<file path="src/rtl/triggered_timestamp_fifo_if.sv">
// Event stream from triggered_timestamp_fifo to its consumer (register bridge or DMA feeder).
//   ev_valid : head entry present          ev_ready : consumer pops head on valid && ready
//   ev_count : head timestamp              ev_ch    : head channel index
//   ev_multi : head event saw more than one qualifying channel
interface triggered_timestamp_fifo_if #(
   parameter int unsigned COUNT_W = 32,
   parameter int unsigned CH_W    = 2
);
   logic               ev_valid;
   logic               ev_ready;
   logic [COUNT_W-1:0] ev_count;
   logic [CH_W-1:0]    ev_ch;
   logic               ev_multi;

   modport master (output ev_valid, ev_count, ev_ch, ev_multi, input  ev_ready);
   modport slave  (input  ev_valid, ev_count, ev_ch, ev_multi, output ev_ready);
endinterface

</file>
<file path="src/rtl/triggered_timestamp_fifo.sv">
// Multi-channel triggered timestamp capture.
// Asynchronous triggers are synchronised and edge-detected per channel (polarity + enable),
// gated by a programmable global cooldown, and each accepted event pushes {count, channel,
// multi} into a first-word-fall-through FIFO. The last accepted count is also held on
// count_latched.
// Ports:
//   clk, rstn          : clock, asynchronous active-low reset
//   trigger            : asynchronous trigger inputs, one per channel
//   ch_enable/edge_sel : per-channel enable; 1 = rising edge, 0 = falling edge
//   cooldown_len       : dead cycles after an accepted event (0 = none)
//   count              : free-running timestamp source
//   count_latched      : count of the most recent accepted event
//   ev                 : FIFO head, valid/ready (master modport)
//   fifo_level         : entries stored
//   overflow_cnt       : saturating count of events dropped on a full FIFO
//   clear_overflow     : synchronous clear of overflow_cnt
module triggered_timestamp_fifo #(
   parameter int unsigned N_CH        = 4,
   parameter int unsigned COUNT_W     = 32,
   parameter int unsigned COOLDOWN_W  = 18,
   parameter int unsigned DEPTH       = 16,
   parameter int unsigned SYNC_STAGES = 2
) (
   input  logic                       clk,
   input  logic                       rstn,
   input  logic [N_CH-1:0]            trigger,
   input  logic [N_CH-1:0]            ch_enable,
   input  logic [N_CH-1:0]            edge_sel,
   input  logic [COOLDOWN_W-1:0]      cooldown_len,
   input  logic [COUNT_W-1:0]         count,
   output logic [COUNT_W-1:0]         count_latched,
   triggered_timestamp_fifo_if.master ev,
   output logic [$clog2(DEPTH):0]     fifo_level,
   output logic [15:0]                overflow_cnt,
   input  logic                       clear_overflow
);

   localparam int unsigned CH_W  = (N_CH > 1) ? $clog2(N_CH) : 1;
   localparam int unsigned PTR_W = $clog2(DEPTH);
   localparam int unsigned LVL_W = PTR_W + 1;

   typedef struct packed {
      logic               multi;
      logic [CH_W-1:0]    ch;
      logic [COUNT_W-1:0] ts;
   } entry_t;

   (* ASYNC_REG = "TRUE" *) logic [SYNC_STAGES-1:0][N_CH-1:0] sync_q;
   logic [N_CH-1:0]       hist_q;
   logic [SYNC_STAGES:0]  prime_q;
   logic [N_CH-1:0]       qual_c;
   logic [N_CH-1:0]       qual_q;
   logic [COOLDOWN_W-1:0] cooldown_q;
   logic [CH_W-1:0]       first_ch_c;
   logic                  multi_c;
   logic                  decide_c;
   logic                  valid_c;
   logic                  full_c;
   logic                  pop_c;
   logic                  push_c;
   logic [PTR_W-1:0]      wr_ptr_q;
   logic [PTR_W-1:0]      rd_ptr_q;
   entry_t                mem_q [DEPTH];
   entry_t                head_c;
   entry_t                new_entry_c;

   // Synchroniser chain; index 0 is the first flop, SYNC_STAGES-1 feeds edge detection.
   always_ff @(posedge clk or negedge rstn) begin
      if (!rstn) begin
         sync_q <= '0;
      end else begin
         sync_q <= {sync_q[SYNC_STAGES-2:0], trigger};
      end
   end

   // Edge history always follows the synchronised level, independent of enable/cooldown.
   // prime_q masks detection until the chain and history hold real samples after reset,
   // so a trigger already high at release is seen as a settled level, not an edge.
   always_ff @(posedge clk or negedge rstn) begin
      if (!rstn) begin
         hist_q  <= '0;
         prime_q <= '0;
         qual_q  <= '0;
      end else begin
         hist_q  <= sync_q[SYNC_STAGES-1];
         prime_q <= {prime_q[SYNC_STAGES-1:0], 1'b1};
         qual_q  <= qual_c;
      end
   end

   always_comb begin
      qual_c = '0;
      if (prime_q[SYNC_STAGES]) begin
         qual_c = ch_enable & (( edge_sel &  sync_q[SYNC_STAGES-1] & ~hist_q)
                             | (~edge_sel & ~sync_q[SYNC_STAGES-1] &  hist_q));
      end
   end

   // Lowest qualifying channel wins the entry.
   always_comb begin
      first_ch_c = '0;
      for (int i = N_CH - 1; i >= 0; i--) begin
         if (qual_q[i]) first_ch_c = CH_W'(i);
      end
   end

   // More than one bit set: clearing the lowest set bit leaves something.
   assign multi_c  = |(qual_q & (qual_q - N_CH'(1)));
   assign decide_c = (|qual_q) && (cooldown_q == '0);

   // Cooldown: length sampled only when an event is accepted.
   always_ff @(posedge clk or negedge rstn) begin
      if (!rstn) begin
         cooldown_q <= '0;
      end else if (decide_c) begin
         cooldown_q <= cooldown_len;
      end else if (cooldown_q != '0) begin
         cooldown_q <= cooldown_q - COOLDOWN_W'(1);
      end
   end

   // FIFO control: a full FIFO still accepts when the head is popped on the same edge.
   assign valid_c = (fifo_level != '0);
   assign full_c  = (fifo_level == LVL_W'(DEPTH));
   assign pop_c   = valid_c && ev.ev_ready;
   assign push_c  = decide_c && (!full_c || pop_c);

   assign new_entry_c = '{multi: multi_c, ch: first_ch_c, ts: count};

   always_ff @(posedge clk) begin
      if (push_c) mem_q[wr_ptr_q] <= new_entry_c;
   end

   always_ff @(posedge clk or negedge rstn) begin
      if (!rstn) begin
         wr_ptr_q   <= '0;
         rd_ptr_q   <= '0;
         fifo_level <= '0;
      end else begin
         if (push_c) wr_ptr_q <= wr_ptr_q + PTR_W'(1);
         if (pop_c)  rd_ptr_q <= rd_ptr_q + PTR_W'(1);
         case ({push_c, pop_c})
            2'b10:   fifo_level <= fifo_level + LVL_W'(1);
            2'b01:   fifo_level <= fifo_level - LVL_W'(1);
            default: fifo_level <= fifo_level;
         endcase
      end
   end

   // count_latched follows every accepted decision, including drops on a full FIFO.
   always_ff @(posedge clk or negedge rstn) begin
      if (!rstn) begin
         count_latched <= '0;
      end else if (decide_c) begin
         count_latched <= count;
      end
   end

   // Drop counter; clear wins over a same-cycle drop.
   always_ff @(posedge clk or negedge rstn) begin
      if (!rstn) begin
         overflow_cnt <= '0;
      end else if (clear_overflow) begin
         overflow_cnt <= '0;
      end else if (decide_c && !push_c && (overflow_cnt != 16'hFFFF)) begin
         overflow_cnt <= overflow_cnt + 16'd1;
      end
   end

   // Head fields are forced to zero while empty so the array itself needs no reset.
   assign head_c      = mem_q[rd_ptr_q];
   assign ev.ev_valid = valid_c;
   assign ev.ev_count = valid_c ? head_c.ts    : '0;
   assign ev.ev_ch    = valid_c ? head_c.ch    : '0;
   assign ev.ev_multi = valid_c ? head_c.multi : 1'b0;

endmodule

</file>
<file path="src/flat_wrapper.sv">
// flat-port wrapper written by rule: the top's interface ports become plain ports
module triggered_timestamp_fifo_flat 
#(
   parameter int unsigned N_CH        = 4,
   parameter int unsigned COUNT_W     = 32,
   parameter int unsigned COOLDOWN_W  = 18,
   parameter int unsigned DEPTH       = 16,
   parameter int unsigned SYNC_STAGES = 2
)
  (clk, rstn, trigger, ch_enable, edge_sel, cooldown_len, count, count_latched, fifo_level, overflow_cnt, clear_overflow, ev_ev_valid, ev_ev_count, ev_ev_ch, ev_ev_multi, ev_ev_ready);
  triggered_timestamp_fifo_if #(.COUNT_W(COUNT_W), .CH_W((2))) ev_i ();
  input  logic clk;
  input  logic rstn;
  input  logic [N_CH-1:0] trigger;
  input  logic [N_CH-1:0] ch_enable;
  input  logic [N_CH-1:0] edge_sel;
  input  logic [COOLDOWN_W-1:0] cooldown_len;
  input  logic [COUNT_W-1:0] count;
  output logic [COUNT_W-1:0] count_latched;
  output logic [$clog2(DEPTH):0] fifo_level;
  output logic [15:0] overflow_cnt;
  input  logic clear_overflow;
  output wire logic [$bits(ev_i.ev_valid)-1:0] ev_ev_valid;
  output wire logic [$bits(ev_i.ev_count)-1:0] ev_ev_count;
  output wire logic [$bits(ev_i.ev_ch)-1:0] ev_ev_ch;
  output wire logic [$bits(ev_i.ev_multi)-1:0] ev_ev_multi;
  input wire logic [$bits(ev_i.ev_ready)-1:0] ev_ev_ready;
  assign ev_ev_valid = ev_i.ev_valid;
  assign ev_ev_count = ev_i.ev_count;
  assign ev_ev_ch = ev_i.ev_ch;
  assign ev_ev_multi = ev_i.ev_multi;
  assign ev_i.ev_ready = ev_ev_ready;
  triggered_timestamp_fifo #(.N_CH(N_CH), .COUNT_W(COUNT_W), .COOLDOWN_W(COOLDOWN_W), .DEPTH(DEPTH), .SYNC_STAGES(SYNC_STAGES)) u_core (.clk(clk), .rstn(rstn), .trigger(trigger), .ch_enable(ch_enable), .edge_sel(edge_sel), .cooldown_len(cooldown_len), .count(count), .count_latched(count_latched), .ev(ev_i), .fifo_level(fifo_level), .overflow_cnt(overflow_cnt), .clear_overflow(clear_overflow));
endmodule
</file>
<file path="config.mk">
export PLATFORM = sky130hd
export DESIGN_NAME = triggered_timestamp_fifo_flat
export DESIGN_NICKNAME = d
export VERILOG_FILES = /design/src/rtl/triggered_timestamp_fifo_if.sv /design/src/rtl/triggered_timestamp_fifo.sv /design/src/flat_wrapper.sv
export SDC_FILE = /design/constraint.sdc
export NUM_CORES = 1
export LEC_CHECK = 0
export CAP_MARGIN = 25
export CORE_MARGIN = 10
export CORE_UTILIZATION = 53
export CTS_CLUSTER_DIAMETER = 200
export CTS_CLUSTER_SIZE = 14
export DETAILED_ROUTE_END_ITERATION = 8
export GPL_TIMING_DRIVEN = 0
export HOLD_SLACK_MARGIN = 0.06
export PLACE_DENSITY = 0.75
export SLEW_MARGIN = 20
export SYNTH_ARGS = -nofsm -noshare
export SYNTH_HDL_FRONTEND = slang
export SYNTH_SLANG_ARGS = --single-unit
</file>
<file path="constraint.sdc">
create_clock -name clk -period 5.7 [get_ports clk]
set_clock_uncertainty 0.2 [all_clocks]
set_input_delay 0.855 -clock clk [delete_from_list [all_inputs] [get_ports clk]]
set_output_delay 0.855 -clock clk [all_outputs]
set_load 0.05 [all_outputs]
</file>
==> flow_metrics.py, run 1 <==
metrics = {
    "critical_path": {
        "worstSetupPathType": "flop to primary output",
        "arrival_ns": 4.49,
        "crit_fanout": 10,
        "endpoint_kind": "primary output",
        "startpoint_type": "flop",
        "required_ns": 4.64,
    },
    "timing": {
        "slew_headroom_pct": 35.47,
        "setup_viol": 0,
        "min_period_over_period_pct": 97.22,
        "layout_min_cycle_time_ns": 5.541,
        "rsz0062_at_grt": "no",
        "tightest_slew_ns": 0.9546,
        "fmax_ghz": 0.1805,
        "tns_ns": 0,
        "slew_viol_final": 0,
        "timing.final.hold_violations": 0,
    },
    "pwr": {
        "p_leak_nw": 9.769,
        "p_per_area_nw_per_um2": 432.5,
        "ir_drop_uv": 211.4,
    },
    "place": {
        "placedCellCount": 2106,
        "portBuffers": 153,
        "post-dp-hpwl_um": 37950,
        "gp_congestion": 0.8360,
    },
    "hold_path": {
        "min_path_type": "flop to flop",
    },
    "finish": {
        "drive_gt1_share_pct": 20.13,
        "layoutNonFillerInstCount": 2210,
        "nNetsFinal": 1628,
        "antenna_cells": 0,
        "areaGrowthSynthToFinish_pct": 17.07,
    },
    "grt": {
        "grt_pass1_vias": 14188,
        "grt_max_degree": 72,
        "grt_remaining_overflow": 0,
        "antenna_found_initial": 0,
        "grt_use_total_pct": 21.10,
        "grt_pass1_wl_um": 90130,
    },
    "clock_tree": {
        "ctsLongestPathBuffers": 3,
        "clk_pin_slew_ns": 0.07,
        "cts_buffers": 52,
        "cts_tree": "yes",
        "worstSkewPairLatency_ns": 0.61,
        "clkSinkCount": 658,
        "clk_root_buffer_cell": "clkbuf_16",
        "cts.htree.levels": 2,
    },
    "yosys": {
        "ys_seq_elements": 658,
        "synth_fa_ha_area_share_pct": 0.5233,
        "synth_edf_count": 560,
        "yosysSeqAreaShare_pct": 74.62,
        "synth-async-reset-ratio_pct": 14.89,
        "yosys.cell_types.count": 55,
        "netlist_area_um2": 25820,
        "yosysWarnings": 0,
        "synth_compound_area_share_pct": 2.079,
        "synth_xor_area_share_pct": 0.5427,
        "syn_nets": 1380,
        "muxShareOfSynthArea_pct": 15.43,
        "synthCells": 1304,
        "synthFlopType": "edfxtp_1",
        "synth_top_family_by_area": "multiplexers",
        "synth-simple-area-share_pct": 5.669,
        "avgSynthCellArea_um2": 19.80,
    },
    "floorplan": {
        "core-area_um2": 47950,
        "die_height_um": 240.7,
        "rows": 80,
        "initial_core_util_pct": 53.86,
        "die_area_um2": 57950,
        "io_pins": 155,
        "die_x_um": 240.7,
    },
    "run": {
        "maxCapViolations": 0,
    },
    "route": {
        "viasPerCell": 6.158,
        "drt_first_pass_iters": 5,
        "drtIter0Drc": 1549,
        "wl_um": 59930,
        "vias": 13610,
        "wl_per_cell_um": 27.12,
        "antenna_left": 0,
        "drc": 0,
    },
    "status": {
        "status": "completed",
    },
}
-- placed cells by master, fill, tap and decap left out, drive strengths merged, types with 21 or more instances in the layout --
cell / netlist / layout
dfrtp: 98 / 98
nor2b: 35 / 35
a21oi: 29 / 29
nand2: 127 / 127
buf: 24 / 64
nor2: 21 / 21
clkbuf: 36 / 133
o21ai: 22 / 22
mux4: 175 / 175
clkdlybuf4s50: 0 / 152
edfxtp: 560 / 560
-- report_power, final --
group          switching (W)  leakage, nW  internal, W
clock                0.00162        0.714      0.00176
combinational        0.00248         3.00      0.00190
sequential         0.0000529         6.06      0.00527
total                0.00415         9.77      0.00893
-- what timing repair did --
item                       CTS  global route
hold buffers                 1             0
setup endpoints to repair    0             3
hold endpoints to repair    27             0
buffers inserted             0             0
resized for setup            0             7
-- path summary, 6_finish.rpt --
kind,slack [ns],cells after the start,from,to
max,0.16,7,u_core.rd_ptr_q[1],ev_ev_count[3]
min,0.14,0,u_core.prime_q[0],u_core.prime_q[1]
max reg2reg,0.98,10,u_core.cooldown_q[0],u_core.mem_q[7][8]
min reg2reg,0.14,0,u_core.prime_q[0],u_core.prime_q[1]
max in group asynchronous,4.09,3,rstn,u_core.count_latched[7]
min in group asynchronous,0.51,2,rstn,u_core.overflow_cnt[7]
-- cell families (layout without fill, tap and decap cells) --
kind of cell / after synthesis / in the layout
compound gates: 83 / 83
xor+xnor: 16 / 16
other cells: 1 / 1
buf+inv: 71 / 362
flops: 658 / 658
fa+ha+maj: 11 / 11
mux: 179 / 179
simple gates: 285 / 285
-- metrics by stage --
| stage | setup slack, ns | utilization, % | hold WS (ns) | area, um^2 | total power (W) |
|---|---|---|---|---|---|
| final | 0.1587 | 63.05 | 0.1435 | 30230 | 0.01308 |
| after global routing | 0.00003553 | 63.05 | 0.1513 | 30230 | 0.01357 |
| after CTS | 0.09342 | 62.93 | 0.1438 | 30170 | 0.01317 |
| after detailed placement | 0.7486 | 59.76 | 0.1365 | 28650 | 0.009826 |
| after global placement | -3.714 | 58.66 | 0.1322 | 28120 | 0.009749 |
| after floorplan | 0.3697 | - | 0.1312 | 25820 | 0.008432 |
-- flip-flops by register name, summed over array words and instances (netlist names) --
signal / flops
u_core.cooldown_q: 18
u_core.count_latched: 32
u_core.fifo_level: 5
u_core.hist_q: 4
u_core.mem_q: 560
u_core.overflow_cnt: 16
u_core.prime_q: 3
u_core.qual_q: 4
u_core.rd_ptr_q: 4
u_core.sync_q: 8
u_core.wr_ptr_q: 4
-- cell type report --
cell class                      count  area (um^2)
Clock buffer                       96         1488
Multi-Input combinational cell    575         6309
Sequential cell                   658        19270
Clock inverter                      1        20.02
Fill cell                        3227        17720
Buffer                             60        254.0
Tap cell                          615        769.5
Timing Repair Buffer              194         2081
Inverter                           11        41.29
-- Yosys cell counts (4+ instances only) --
cell type | number | area share (%)
mux4_2 | 175 | 15
or4_1 | 8 | 0.23
and2_1 | 13 | 0.31
a21oi_1 | 29 | 0.56
inv_1 | 11 | 0.16
buf_2 | 13 | 0.25
nand2_1 | 127 | 1.8
and3_1 | 6 | 0.15
xor2_1 | 4 | 0.14
nand4_1 | 11 | 0.27
or3_1 | 9 | 0.22
nor3b_1 | 6 | 0.17
o21ai_0 | 21 | 0.41
nor2b_1 | 35 | 0.85
nand3_1 | 16 | 0.31
dfrtp_1 | 98 | 9.5
a31oi_1 | 6 | 0.15
nor3_1 | 10 | 0.19
xnor2_1 | 12 | 0.41
ha_1 | 10 | 0.48
buf_1 | 10 | 0.15
edfxtp_1 | 560 | 65
clkbuf_1 | 36 | 0.52
nor2_1 | 21 | 0.31
o31ai_1 | 7 | 0.20
and4_1 | 5 | 0.17
-- worst max-delay path: stages (launching register included) --
cell,delay [ns]
dfrtp_1,0.35
clkbuf_1,0.35
clkbuf_1,0.61
buf_1,0.73
mux4_2,0.42
mux4_2,0.50
nor2b_1,0.16
clkdlybuf4s50_1,0.74
-- metal layers --
layer / global-route usage [%] / routed length, um / vias to the layer above
met5: 0 / 0 / -
met2: 34.07 / 29440 / 588
met3: 4.620 / 4998 / 84
met4: 5.258 / 1088 / 0
met1: 29.04 / 24400 / 7177
li1: - / - / 5761
Power figures use the tool's default switching activity.
==> inputs of run 2 (changes only) <==
- GPL_TIMING_DRIVEN: 0 -> 1
==> run 2 against run 1 <==
Against the previous run:
- cell count shrank 2.7%
- cell area shrank 1.2%
- utilization is 0.79 points lower
- clock-buffer cell count is 1 lower
- critical path type unchanged
==> flow_metrics.py, run 2 (synthesis results as in run 1) <==
metrics = {
    "status": {
        "status": "completed",
    },
    "route": {
        "drt_first_pass_iters": 5,
        "drc": 0,
        "wl_um": 57650,
        "wl_per_cell_um": 26.81,
        "antenna_left": 0,
        "drtIter0Drc": 1276,
        "viasPerCell": 6.092,
        "vias": 13097,
    },
    "pwr": {
        "power_switching_w": 0.003990,
        "internal_power_w": 0.008868,
        "power_frac_clock_pct": 26.1,
        "ir_drop_uv": 222.1,
        "p_leak_nw": 9.602,
        "finalPower_w": 0.01286,
        "p_per_area_nw_per_um2": 430.7,
        "p_seq_share_pct": 43.4,
        "p_sw_share_pct": 31.03,
        "pwr-share-comb_pct": 30.4,
    },
    "grt": {
        "antenna_found_initial": 0,
        "grt_max_degree": 59,
        "grt_pass1_wl_um": 87640,
        "grt_use_total_pct": 20.43,
        "grt_pass1_vias": 13828,
        "grt_remaining_overflow": 0,
    },
    "critical_path": {
        "timing.rr.start": "u_core.cooldown_q[0]",
        "critPathLaunch": "u_core.rd_ptr_q[0]",
        "crit_chain": "buf_4 > mux4_2 > mux4_2 > nor2b_1 > clkdlybuf4s50_1",
        "path_common_cell": "mux4_2",
        "startpoint_type": "flop",
        "crit_fanout": 26,
        "endpoint_kind": "primary output",
        "worst_path_largest_cell_delay_ns": 0.82,
        "slowest_stage": "clkdlybuf4s50_1",
        "required_ns": 4.64,
        "arrival_ns": 3.91,
        "critPathTopFamily": "buffers and inverters",
        "worstSetupPathType": "flop to primary output",
        "crit_buf_inv": 2,
    },
    "finish": {
        "antenna_cells": 0,
        "fill_cells": 3253,
        "drive_gt1_share_pct": 20.13,
        "layout_common_cells": "edfxtp_1 (560), mux4_2 (175), clkdlybuf4s50_1 (153)",
        "areaGrowthSynthToFinish_pct": 15.61,
        "top_register": "u_core.mem_q",
        "final_common_cell": "edfxtp_1",
        "nNetsFinal": 1567,
        "reg_top3": "u_core.mem_q x560, u_core.count_latched x32, u_core.cooldown_q x18",
        "largest_register_ffs": 560,
    },
    "timing": {
        "tightest_slew_ns": 0.9676,
        "tns_ns": 0,
        "slew_viol_final": 0,
        "timing.final.hold_violations": 0,
        "setup_viol": 0,
        "fmax_ghz": 0.2015,
        "layout_min_cycle_time_ns": 4.962,
        "min_period_over_period_pct": 87.06,
        "rsz0062_at_grt": "no",
        "slew_headroom_pct": 35.34,
    },
    "floorplan": {
        "io_pins": 155,
        "rows": 80,
        "die_x_um": 240.7,
        "die_height_um": 240.7,
        "initial_core_util_pct": 53.86,
        "die_area_um2": 57950,
        "core-area_um2": 47950,
    },
    "clock_tree": {
        "worstSkewPairLatency_ns": 0.63,
        "cts_setup_buffers": 0,
        "cts_resized": 0,
        "clk_pin_slew_ns": 0.07,
        "clk_root_buffer_cell": "clkbuf_16",
        "cts_buffers": 52,
        "cts_tree": "yes",
        "cts_hold_buffers": 0,
        "clkSinkCount": 658,
        "cts.htree.levels": 2,
        "ctsLongestPathBuffers": 3,
    },
    "place": {
        "gp_congestion": 0.8300,
        "post-dp-hpwl_um": 32880,
        "portBuffers": 154,
    },
    "hold_path": {
        "min_path_type": "input port to async pin",
    },
    "run": {
        "maxCapViolations": 0,
    },
}
-- run 2: cell types whose count changed in the layout (fill, tap and decap cells not counted), moves of 7 or more --
cell      before  now
clkbuf_1      75   43
buf_4         18   32
buf_2         13    0
buf_1         10    0
buf_6         10    0
buf_16         7    0
-- run 2: worst paths after layout --
check | to | cells past startpoint | slack (ns)
min in group clk | u_core.prime_q[2] | 0 | 0.15
max | ev_ev_count[28] | 5 | 0.74
min | u_core.overflow_cnt[7] | 1 | 0.07
min reg2reg | u_core.prime_q[2] | 0 | 0.15
max in group asynchronous | u_core.count_latched[2] | 2 | 3.97
max reg2reg | u_core.mem_q[0][31] | 9 | 1.35
-- run 2: layout make-up --
class / instances / area (um^2) / area share, %
Multi-Input combinational cell: 575 / 6321 / 21.17
Tap cell: 615 / 769.5 / 2.578
Timing Repair Buffer: 193 / 1932 / 6.471
Sequential cell: 658 / 19280 / 64.59
Inverter: 11 / 41.29 / 0.1383
Clock buffer: 95 / 1463 / 4.900
Clock inverter: 3 / 45.04 / 0.1509
-- run 2: power groups by stage --
| stage | logic (W) | clock network (W) | registers (W) |
|---|---|---|---|
| 3_5_place_dp | 0.00396 | 0 | 0.00569 |
| 3_3_place_gp | 0.00392 | 0 | 0.00569 |
| 2_1_floorplan | 0.00296 | 0 | 0.00547 |
| 6_report | 0.00391 | 0.00336 | 0.00559 |
| 5_1_grt | 0.00414 | 0.00360 | 0.00562 |
| 4_1_cts | 0.00399 | 0.00342 | 0.00559 |
-- run 2: worst reg2reg max path, stage by stage (launching register included) --
cell     delay, ns
dfrtp_1       0.42
inv_1         0.12
ha_1          0.17
nor4b_1       0.69
nand2_1       0.33
nor3_4        0.25
buf_4         0.27
nor4b_1       0.44
and2_2        0.58
buf_4         0.51
-- run 2: per-layer routing --
metal  routed length [um]  GRT usage [%]  vias up
li1                     -              -     5642
met1                23060          27.33     6872
met2                28920          33.65      499
met3                 4561          4.277       84
met4                 1110          5.887        0
met5                    0              0        -
-- run 2: per-stage QoR --
stage	utilization, %	setup slack (ns)	hold slack [ns]	area (um^2)	instances
after floorplan	-	0.3697	0.1312	25820	1304
after global placement	59.05	1.408	0.1315	28310	2050
after detailed placement	59.10	1.364	0.1355	28340	2051
after CTS	62.25	0.6630	0.07628	29840	2149
after global routing	62.26	0.5266	0.1057	29850	2150
final	62.26	0.7376	0.06992	29850	2150
==> inputs of run 3 (changes only) <==
- CTS_CLUSTER_DIAMETER: 200 -> 60
- SLEW_MARGIN: 20 -> 10
==> run 3 against run 2 <==
Against the previous run:
- die area unchanged
- non-clock buffer count increased by 1
- critical endpoint unchanged
- via count increased by 0.99%
- utilization up 0.36 points
- cell count rose by 0.33%
- flip-flop and latch count is the same
- sequential share of layout area shrank 0.37 points
- clock power rose by 7.4%
- wire length rose by 1.8%
- sequential power is essentially flat
- critical path depth unchanged
- clock-buffer cell count is the same
==> flow_metrics.py, run 3 (synthesis results as in run 1) <==
metrics = {
    "clock_tree": {
        "cts_hold_buffers": 0,
        "worstSkewPairLatency_ns": 0.62,
        "cts_resized": 0,
        "cts_tree": "yes",
        "clk_root_buffer_cell": "clkbuf_16",
        "cts_buffers": 55,
        "cts.htree.levels": 2,
        "clk_pin_slew_ns": 0.07,
        "clkSinkCount": 658,
        "cts_setup_buffers": 0,
        "ctsLongestPathBuffers": 3,
    },
    "place": {
        "placedCellCount": 2052,
        "placed_cell_area_um2": 28340,
        "post-dp-hpwl_um": 32920,
        "portBuffers": 154,
        "gp_congestion": 0.8300,
    },
    "finish": {
        "largest_register_ffs": 560,
        "layoutNonFillerInstCount": 2157,
        "drive_gt1_share_pct": 20.75,
        "seq_area_um2": 19280,
        "top_register": "u_core.mem_q",
        "layout_common_cells": "edfxtp_1 (560), mux4_2 (175), clkdlybuf4s50_1 (153)",
        "reg_top3": "u_core.mem_q x560, u_core.count_latched x32, u_core.cooldown_q x18",
        "multi_input_area_um2": 6315,
        "stdcell_area_um2": 30030,
        "final_common_cell": "edfxtp_1",
        "antenna_cells": 0,
        "fill_cells": 3242,
        "nNetsFinal": 1571,
        "areaGrowthSynthToFinish_pct": 16.28,
        "final_core_util_pct": 62.63,
    },
    "grt": {
        "antenna_found_initial": 1,
        "grt_use_total_pct": 20.62,
        "grt_pass1_wl_um": 88520,
        "grt_remaining_overflow": 0,
        "grt_max_degree": 59,
        "grt_pass1_vias": 13868,
    },
    "floorplan": {
        "die_height_um": 240.7,
        "die_area_um2": 57950,
        "rows": 80,
        "io_pins": 155,
        "initial_core_util_pct": 53.86,
        "die_x_um": 240.7,
        "core-area_um2": 47950,
    },
    "run": {
        "maxCapViolations": 0,
    },
    "pwr": {
        "power_frac_clock_pct": 27.5,
        "ir_drop_uv": 279.3,
        "p_leak_nw": 9.690,
        "pwr-share-comb_pct": 29.9,
        "p_per_area_nw_per_um2": 437.1,
        "internal_power_w": 0.009089,
        "p_seq_share_pct": 42.5,
        "power_switching_w": 0.004037,
        "p_sw_share_pct": 30.75,
    },
    "critical_path": {
        "critPathTopFamily": "buffers and inverters",
        "slowest_stage": "clkdlybuf4s50_1",
        "critPathLaunch": "u_core.rd_ptr_q[0]",
        "cp.depth": 5,
        "worst_path_largest_cell_delay_ns": 0.81,
        "required_ns": 4.64,
        "timing.rr.start": "u_core.cooldown_q[0]",
        "arrival_ns": 3.88,
        "ff2ff_setup_slack_ns": 1.23,
        "crit_buf_inv": 2,
        "startpoint_type": "flop",
        "endpoint_kind": "primary output",
        "crit_fanout": 26,
        "path_common_cell": "mux4_2",
        "crit_chain": "buf_4 > mux4_2 > mux4_2 > nor2b_1 > clkdlybuf4s50_1",
        "worstRegToRegCells": 9,
        "regToRegEndpoint": "u_core.mem_q[0][5]",
        "worstSetupPathType": "flop to primary output",
        "endpoint": "ev_ev_count[28]",
    },
    "status": {
        "status": "completed",
    },
    "route": {
        "viasPerCell": 6.132,
        "wl_um": 58690,
        "antenna_left": 0,
        "drt_first_pass_iters": 7,
        "drc": 0,
        "vias": 13227,
        "drtIter0Drc": 1376,
        "wl_per_cell_um": 27.21,
    },
    "timing": {
        "min_period_over_period_pct": 86.63,
        "fmax_ghz": 0.2025,
        "timing.final.hold_violations": 0,
        "slew_headroom_pct": 34.69,
        "layout_min_cycle_time_ns": 4.938,
        "tightest_slew_ns": 0.9773,
        "tns_ns": 0,
        "setup_viol": 0,
        "rsz0062_at_grt": "no",
        "slew_viol_final": 0,
    },
    "hold_path": {
        "min_path_type": "input port to async pin",
    },
}
[run 3: cell types whose count changed in the layout (fill, tap and decap cells not counted), sizes merged]
cell      change
bufinv        +2
clkinvlp      +1
buf           +1
inv           +3
[run 3: layer usage]
metal | track usage (%) | up-vias | part of all wire, %
met5 | 0.9507 | - | 0.13
met4 | 5.525 | 2 | 2.0
met3 | 4.483 | 92 | 7.8
met2 | 34.53 | 569 | 51
met1 | 27.01 | 6902 | 39
li1 | - | 5662 | -
[run 3: worst min-delay path by stage]
stage	startpoint	to	slack, ns
floorplan	u_core.prime_q[0]	u_core.prime_q[1]	0.13
global placement	u_core.sync_q[0]	u_core.sync_q[4]	0.13
detailed placement	u_core.prime_q[1]	u_core.prime_q[2]	0.13
CTS	rstn	u_core.count_latched[26]	0.10
global route	rstn	u_core.count_latched[24]	0.13
finish	rstn	u_core.overflow_cnt[5]	0.09
[run 3: layout make-up]
cell class,count,share of cell area [%]
Sequential cell,658,64.21
Multi-Input combinational cell,575,21.03
Tap cell,615,2.563
Inverter,11,0.1375
Clock buffer,95,5.188
Timing Repair Buffer,194,6.451
Clock inverter,9,0.4167
[run 3: power groups by stage]
stage	clock (W)	sequential (W)	combinational [W]
after floorplan	0	0.00547	0.00296
after global placement	0	0.00569	0.00392
after detailed placement	0	0.00569	0.00396
after CTS	0.00367	0.00559	0.00399
after global routing	0.00386	0.00561	0.00415
final	0.00361	0.00558	0.00393
[run 3: per-stage QoR]
| stage | setup WS [ns] | power [W] | hold slack, ns |
|---|---|---|---|
| 3_5_place_dp | 1.370 | 0.009653 | 0.1347 |
| 4_1_cts | 0.6835 | 0.01325 | 0.1042 |
| 6_report | 0.7623 | 0.01313 | 0.09027 |
| 3_3_place_gp | 1.408 | 0.009607 | 0.1315 |
| 5_1_grt | 0.5988 | 0.01362 | 0.1335 |
| 2_1_floorplan | 0.3697 | 0.008432 | 0.1312 |
